**config.mk**
```make
export PLATFORM = sky130hd
export DESIGN_NAME = grid_coord_queue_flat
export DESIGN_NICKNAME = d
export VERILOG_FILES = /design/src/rtl/grid_coord_queue_pkg.sv /design/src/rtl/grid_coord_queue_if.sv /design/src/rtl/grid_coord_fifo.sv /design/src/rtl/grid_coord_queue.sv /design/src/flat_wrapper.sv
export SDC_FILE = /design/constraint.sdc
export NUM_CORES = 1
export LEC_CHECK = 0
export ABC_AREA = 1
export ABC_CLOCK_PERIOD_IN_PS = 1450
export CAP_MARGIN = 20
export CELL_PAD_IN_SITES_DETAIL_PLACEMENT = 0
export CELL_PAD_IN_SITES_GLOBAL_PLACEMENT = 1
export CORE_MARGIN = 5
export CORE_UTILIZATION = 36
export CTS_CLUSTER_DIAMETER = 40
export DETAILED_ROUTE_END_ITERATION = 6
export HOLD_SLACK_MARGIN = 0.05
export PLACE_DENSITY_LB_ADDON = 0.3
export REMOVE_ABC_BUFFERS = 1
export SLEW_MARGIN = 20
export SYNTH_ARGS = -nofsm -noshare
export SYNTH_HDL_FRONTEND = slang
export SYNTH_SLANG_ARGS = --single-unit
export TNS_END_PERCENT = 10
```
**constraint.sdc**
```tcl
create_clock -name clk -period 1.45 [get_ports clk]
set_input_delay 0.145 -clock clk [delete_from_list [all_inputs] [get_ports clk]]
set_output_delay 0.145 -clock clk [all_outputs]
set_load 0.005 [all_outputs]
```
**src/rtl/grid_coord_queue_pkg.sv**
```systemverilog
// Shared types and defaults for the grid coordinate queue.
package grid_pkg;

    localparam int COORD_W_DEF   = 4;
    localparam int NUM_CELLS_DEF = 9;

    typedef logic [COORD_W_DEF-1:0] coord_t;

    typedef enum logic [1:0] {
        IDLE = 2'd0,
        REQ  = 2'd1,
        GAP  = 2'd2
    } state_t;

    function automatic int cnt_width(input int depth);
        return $clog2(depth + 1);
    endfunction

endpackage

```
**src/rtl/grid_coord_queue_if.sv**
```systemverilog
// Coordinate-source / processor-side signal bundle of the grid coordinate queue.
interface grid_coord_queue_if #(
    parameter int COORD_W = 4,
    parameter int DEPTH   = 4
);
    import grid_pkg::*;

    localparam int CNT_W = cnt_width(DEPTH);

    logic               write_en;
    logic [COORD_W-1:0] coord_in;
    logic               int_ack;
    logic               clr_ovf;
    logic               ipu_int;
    logic [COORD_W-1:0] grid_coord;
    logic [CNT_W-1:0]   count;
    logic               full;
    logic               empty;
    logic               overflow;
    logic               bad_coord;

    modport master (
        output write_en, coord_in, int_ack, clr_ovf,
        input  ipu_int, grid_coord, count, full, empty, overflow, bad_coord
    );

    modport slave (
        input  write_en, coord_in, int_ack, clr_ovf,
        output ipu_int, grid_coord, count, full, empty, overflow, bad_coord
    );

endinterface

```
**src/rtl/grid_coord_fifo.sv**
```systemverilog
// Coordinate storage: register array, wrapping pointers, occupancy and sticky overflow.
module grid_coord_fifo
    import grid_pkg::*;
#(
    parameter int COORD_W = COORD_W_DEF,
    parameter int DEPTH   = 4,
    localparam int PTR_W  = $clog2(DEPTH),
    localparam int CNT_W  = cnt_width(DEPTH)
) (
    input  logic               clk,
    input  logic               rst,
    input  logic               wr_req,
    input  logic [COORD_W-1:0] wr_data,
    input  logic               pop,
    input  logic               overflow_clr,
    output logic [COORD_W-1:0] rd_data,
    output logic [CNT_W-1:0]   count,
    output logic [CNT_W-1:0]   count_next,
    output logic               full,
    output logic               empty,
    output logic               overflow
);

    logic [COORD_W-1:0] mem [DEPTH];
    logic [PTR_W-1:0]   wptr;
    logic [PTR_W-1:0]   rptr;
    logic               push;
    logic               drop;

    assign full  = (count == CNT_W'(DEPTH));
    assign empty = (count == '0);

    // A full queue still accepts a write when the head leaves on the same edge.
    assign push = wr_req && (!full || pop);
    assign drop = wr_req && full && !pop;

    assign rd_data = empty ? '0 : mem[rptr];

    always_comb begin
        count_next = count;
        case ({push, pop})
            2'b10:   count_next = count + 1'b1;
            2'b01:   count_next = count - 1'b1;
            default: count_next = count;
        endcase
    end

    always_ff @(posedge clk) begin
        if (rst && push) begin
            mem[wptr] <= wr_data;
        end
    end

    always_ff @(posedge clk) begin
        if (!rst) begin
            wptr     <= '0;
            rptr     <= '0;
            count    <= '0;
            overflow <= 1'b0;
        end else begin
            if (push) wptr <= wptr + 1'b1;
            if (pop)  rptr <= rptr + 1'b1;
            count <= count_next;
            if (drop) begin
                overflow <= 1'b1;
            end else if (overflow_clr) begin
                overflow <= 1'b0;
            end
        end
    end

endmodule

```
**src/rtl/grid_coord_queue.sv**
```systemverilog
// Grid coordinate queue: FIFO of cell coordinates with one interrupt per entry.
// Optional range check of incoming coordinates via GRID_COORD_RANGE_CHECK_EN.
//
// state | meaning
// IDLE  | queue empty, no request outstanding
// REQ   | ipu_int high, head presented, waiting for int_ack
// GAP   | one low cycle after an ack so every entry gets its own rising edge
module grid_coord_queue
    import grid_pkg::*;
#(
    parameter int COORD_W   = COORD_W_DEF,
    parameter int DEPTH     = 4,
    parameter int NUM_CELLS = NUM_CELLS_DEF,
    localparam int CNT_W    = cnt_width(DEPTH)
) (
    input  logic               clk,
    input  logic               rst,
    grid_coord_queue_if.slave  bus
);

    if (DEPTH < 2 || (DEPTH & (DEPTH - 1)) != 0) begin : g_bad_depth
        $error("grid_coord_queue: DEPTH must be a power of two and at least 2");
    end
    if (NUM_CELLS < 1) begin : g_bad_cells
        $error("grid_coord_queue: NUM_CELLS must be at least 1");
    end

    state_t           state;
    state_t           state_nx;
    logic             ipu_q;
    logic             pop;
    logic             range_ok;
    logic             wr_req;
    logic             bad_q;
    logic [CNT_W-1:0] count;
    logic [CNT_W-1:0] count_next;

`ifdef GRID_COORD_RANGE_CHECK_EN
    assign range_ok = ({{(32-COORD_W){1'b0}}, bus.coord_in} < NUM_CELLS);
`else
    assign range_ok = 1'b1;
`endif

    assign wr_req = bus.write_en && range_ok;
    assign pop    = (state == REQ) && bus.int_ack;

    grid_coord_fifo #(
        .COORD_W (COORD_W),
        .DEPTH   (DEPTH)
    ) u_fifo (
        .clk          (clk),
        .rst          (rst),
        .wr_req       (wr_req),
        .wr_data      (bus.coord_in),
        .pop          (pop),
        .overflow_clr (bus.clr_ovf),
        .rd_data      (bus.grid_coord),
        .count        (count),
        .count_next   (count_next),
        .full         (bus.full),
        .empty        (bus.empty),
        .overflow     (bus.overflow)
    );

    always_comb begin
        state_nx = state;
        case (state)
            IDLE:    if (count_next != '0) state_nx = REQ;
            REQ:     if (bus.int_ack) state_nx = GAP;
            GAP:     state_nx = (count != '0) ? REQ : IDLE;
            default: state_nx = IDLE;
        endcase
    end

    always_ff @(posedge clk) begin
        if (!rst) begin
            state <= IDLE;
            ipu_q <= 1'b0;
            bad_q <= 1'b0;
        end else begin
            state <= state_nx;
            ipu_q <= (state_nx == REQ);
            bad_q <= bus.write_en && !range_ok;
        end
    end

    assign bus.ipu_int   = ipu_q;
    assign bus.count     = count;
    assign bus.bad_coord = bad_q;

endmodule

```
**src/flat_wrapper.sv**
```systemverilog
// flat-port wrapper written by rule: the top's interface ports become plain ports
module grid_coord_queue_flat import grid_pkg::*;
#(
    parameter int COORD_W   = COORD_W_DEF,
    parameter int DEPTH     = 4,
    parameter int NUM_CELLS = NUM_CELLS_DEF,
    localparam int CNT_W    = cnt_width(DEPTH)
)
  (clk, rst, bus_write_en, bus_coord_in, bus_int_ack, bus_clr_ovf, bus_ipu_int, bus_grid_coord, bus_count, bus_full, bus_empty, bus_overflow, bus_bad_coord);
  grid_coord_queue_if #(.COORD_W(COORD_W), .DEPTH(DEPTH)) bus_i ();
  input  logic clk;
  input  logic rst;
  input wire logic [$bits(bus_i.write_en)-1:0] bus_write_en;
  input wire logic [$bits(bus_i.coord_in)-1:0] bus_coord_in;
  input wire logic [$bits(bus_i.int_ack)-1:0] bus_int_ack;
  input wire logic [$bits(bus_i.clr_ovf)-1:0] bus_clr_ovf;
  output wire logic [$bits(bus_i.ipu_int)-1:0] bus_ipu_int;
  output wire logic [$bits(bus_i.grid_coord)-1:0] bus_grid_coord;
  output wire logic [$bits(bus_i.count)-1:0] bus_count;
  output wire logic [$bits(bus_i.full)-1:0] bus_full;
  output wire logic [$bits(bus_i.empty)-1:0] bus_empty;
  output wire logic [$bits(bus_i.overflow)-1:0] bus_overflow;
  output wire logic [$bits(bus_i.bad_coord)-1:0] bus_bad_coord;
  assign bus_i.write_en = bus_write_en;
  assign bus_i.coord_in = bus_coord_in;
  assign bus_i.int_ack = bus_int_ack;
  assign bus_i.clr_ovf = bus_clr_ovf;
  assign bus_ipu_int = bus_i.ipu_int;
  assign bus_grid_coord = bus_i.grid_coord;
  assign bus_count = bus_i.count;
  assign bus_full = bus_i.full;
  assign bus_empty = bus_i.empty;
  assign bus_overflow = bus_i.overflow;
  assign bus_bad_coord = bus_i.bad_coord;
  grid_coord_queue #(.COORD_W(COORD_W), .DEPTH(DEPTH), .NUM_CELLS(NUM_CELLS)) u_core (.clk(clk), .rst(rst), .bus(bus_i));
endmodule
```
==> out/results.tsv, run 1 <==
stage	metric	value	unit
global_route	track_usage	0.126	
worst_hold_path	min_path_cells	4	
worst_setup_path	reg2reg_depth	12	
clocking	clock_sinks	29	
drt	drc	0	
power_and_ir_drop	leakagePower	0.816	nW
outcome	failed_checks	negative setup slack	
die	die_h	70.2	um
clocking	clkTransAtPathRegs	100	ps
drt	drt_iter0_drc	36	
die	fp-row-count	21	
power_and_ir_drop	internal-power	0.00155	W
sta	fin_ws	-103	ps
drt	routed_via_density	4.45	
power_and_ir_drop	power_density	1200	nW/um2
sta	fin_worst_skew	9.25	ps
drt	routed_wl	2700	um
sta	min_period	1550	ps
sta	hold_viol_final	0	
clocking	worstSkewPairLatency	330	ps
global_route	overflow	0	
global_route	grt_pass1_wl	4740	um
die	die_x	70.2	um
cells_and_area	fin_area	1870	um2
die	core-area	3420	um2
worst_hold_path	hold_class	input pin to flip-flop	
synthesis	yosysWarnings	0	
power_and_ir_drop	p_switching	0.000691	W
power_and_ir_drop	p_comb_frac	0.349	
cells_and_area	diodes	0	
placed_design	io_buffers	19	
clocking	cts_max_level	2	
synthesis	ys_seq_area_frac	0.568	
power_and_ir_drop	ir_drop	529	uV
synthesis	synthTopCellsByArea	edfxtp_1 37%, dfxtp_1 20%, nor2_1 8.1%	
sta	fin_tns_setup	-1190	ps
synthesis	syn_area	1300	um2
drt	route.vias.total	1060	
cells_and_area	final_cell_mix	30 x buf_4, 27 x nor2_1, 16 x edfxtp_1	
cells_and_area	layout-drive-gt1-share	0.396	
clocking	clock_path_buffers	2	
worst_setup_path	r2r-end	u_core.state[0]	
cells_and_area	final_net_count	205	
global_route	first_global_vias	1066	
synthesis	yosys.area.top_type	edfxtp_1	
global_route	grt_use_met1	0.149	
worst_setup_path	worstPathMaxFanout	3	
job	maxCapViolations	0	
power_and_ir_drop	swShare	0.309	
synthesis	ys_ff_latch	29	
worst_setup_path	critPathKind	flip-flop to flip-flop	
worst_setup_path	critPathLaunchType	flip-flop	
die	initial_core_util	0.382	
worst_hold_path	hold_end	u_core.u_fifo.overflow	
sta	final-setup-viol-count	24	
clocking	root_buffer	clkbuf_4	
power_and_ir_drop	seq_power_share	0.444	
global_route	gr-usage-met2	0.187	
clocking	cts_tree	yes	
placed_design	hpwl	1990	um
sta	period_share	1.07	
drt	drt_first_pass_iters	4	
sta	holdWs	446	ps
synthesis	syn_area_per_cell	9.66	um2
worst_setup_path	cp-end-kind	flip-flop	
drt	drt.antenna.violating_nets	0	
global_route	antenna_found_initial	0	
sta	fmax	644	MHz
global_route	grt_max_degree	10	
die	dieArea	4930	um2
worst_setup_path	r2r_start	u_core.state[1]	
worst_setup_path	arrival	1810	ps
synthesis	synth_top_area_frac	0.369	
cells_and_area	fillers	324	
drt	wl_per_cell	11.3	um
synthesis	yosysUniqueCellTypes	25	
die	io_pins	21	
synthesis	netlist_instances	135	
power_and_ir_drop	clkPwrFrac	0.207	
placed_design	place_area	1750	um2
power_and_ir_drop	power	0.00224	W
clocking	cts-buffers-inserted	5	
global_route	met3_usage	0.0674	
sta	rsz0062_at_grt	yes	
worst_hold_path	hold_start	bus_clr_ovf	
cells_and_area	areaGrowthSynthToFinish	43.4	%
placed_design	placedCellCount	226	
outcome	status	complete, but fails checks	
worst_setup_path	worstPathRequired	1710	ps
placed_design	gp_congestion	0.900	
cells_and_area	final_cells	238	
cells_and_area	final_common_cell	buf_4	
global_route	gr-max-usage-layer	met2	
worst_setup_path	r2r_slack	-100	ps
sta	slew_viol_final	0	
## per-stage QoR
step / worst slack, ps / util
finish: -103 / 0.547
global route: -224 / 0.547
CTS: -159 / 0.544
detailed placement: -488 / 0.512
global placement: -424 / 0.512
floorplan: -126 / -
## how the worst max path moves through the flow
stage / from / to / depth (start not counted)
3_3_place_gp: bus_int_ack / u_core.bus.ipu_int / 12
5_1_grt: u_core.state[1] / u_core.state[0] / 12
2_1_floorplan: u_core.state[0] / u_core.bus.ipu_int / 11
3_5_place_dp: bus_int_ack / u_core.bus.ipu_int / 12
6_report: u_core.state[1] / u_core.state[0] / 12
4_1_cts: u_core.u_fifo.count[0] / bus_grid_coord[0] / 6
## sequential cells by signal (all words and copies together), names as in the netlist, named ones only
name,flops
u_core.state,2
u_core.u_fifo.rptr,2
u_core.u_fifo.mem,16
u_core.u_fifo.overflow,1
u_core.bus.ipu_int,1
u_core.u_fifo.wptr,2
u_core.u_fifo.count,3
## cells in the mapped netlist
cell,count
buf_2,1
a21oi_1,10
nor2_2,1
buf_4,1
nand3_1,4
xor2_1,1
ha_1,4
o22a_1,1
edfxtp_1,16
nor2_1,28
nand2_1,10
conb_1,1
o21ai_0,10
o21ai_1,2
inv_1,16
clkinv_4,1
nand3_4,1
nand4_1,1
nor3_1,2
nand2_4,1
nand3_2,4
fa_1,1
nand2_2,3
inv_2,2
dfxtp_1,13
## cell type report
cell class | count | area [um2] | area share
clock buffer | 6 | 41.3 | 0.0221
clock inverter | 2 | 10.0 | 0.00535
inverter | 19 | 78.8 | 0.0422
multi-input combinational | 85 | 504 | 0.270
sequential | 29 | 754 | 0.404
tap | 46 | 57.6 | 0.0308
timing repair buffer | 51 | 423 | 0.226
## what timing repair did
action                                  in CTS  in global routing
setup buffers                                3                  1
pin swaps                                    3                  0
hold buffers                                 0                  0
endpoints found under the setup margin      28                 27
hold endpoints to repair                     0                  0
resized for setup                           36                 11
## power by group through the flow
stage / logic [W] / registers [W] / clock network, W
floorplan: 0.000306 / 0.00101 / 0
global placement: 0.000716 / 0.000999 / 0
detailed placement: 0.000728 / 0.00100 / 0
CTS: 0.000769 / 0.000992 / 0.000484
global route: 0.000869 / 0.00100 / 0.000524
finish: 0.000781 / 0.000994 / 0.000463
## critical path, cell delays in order (launching register included)
cell and delay, ps:
dfxtp_2 330, inv_2 70, nand3_4 80, clkinv_4 60, nand2_4 40, fa_2 360
inv_2 70, nand4_1 100, nand3_1 100, nand2_2 70, nand3_2 60, nand2_2 60
a21oi_2 100
## cells by family after synthesis
group                      count (synthesis)  synth area share
and+or+nand+nor                           55             0.209
DFF                                       29             0.568
AOI/OAI and AO/OA                         23            0.0912
buffers and inverters                     21            0.0681
adders and majority gates                  5            0.0537
xor gates and xnor gates                   1           0.00672
other                                      1           0.00288
## per-layer routing
layer / up-vias / routed length [um]
li1: 553 / -
met1: 468 / 1180
met2: 33 / 1240
met3: 6 / 228
met4: 0 / 55
met5: - / 0
Power figures use the tool's default switching activity.
==> inputs of run 2 (changes only) <==
- HOLD_SLACK_MARGIN: 0.05 -> default
==> results of run 2 <==
The final DEF is identical to that of run 1; final timing and power are the same.
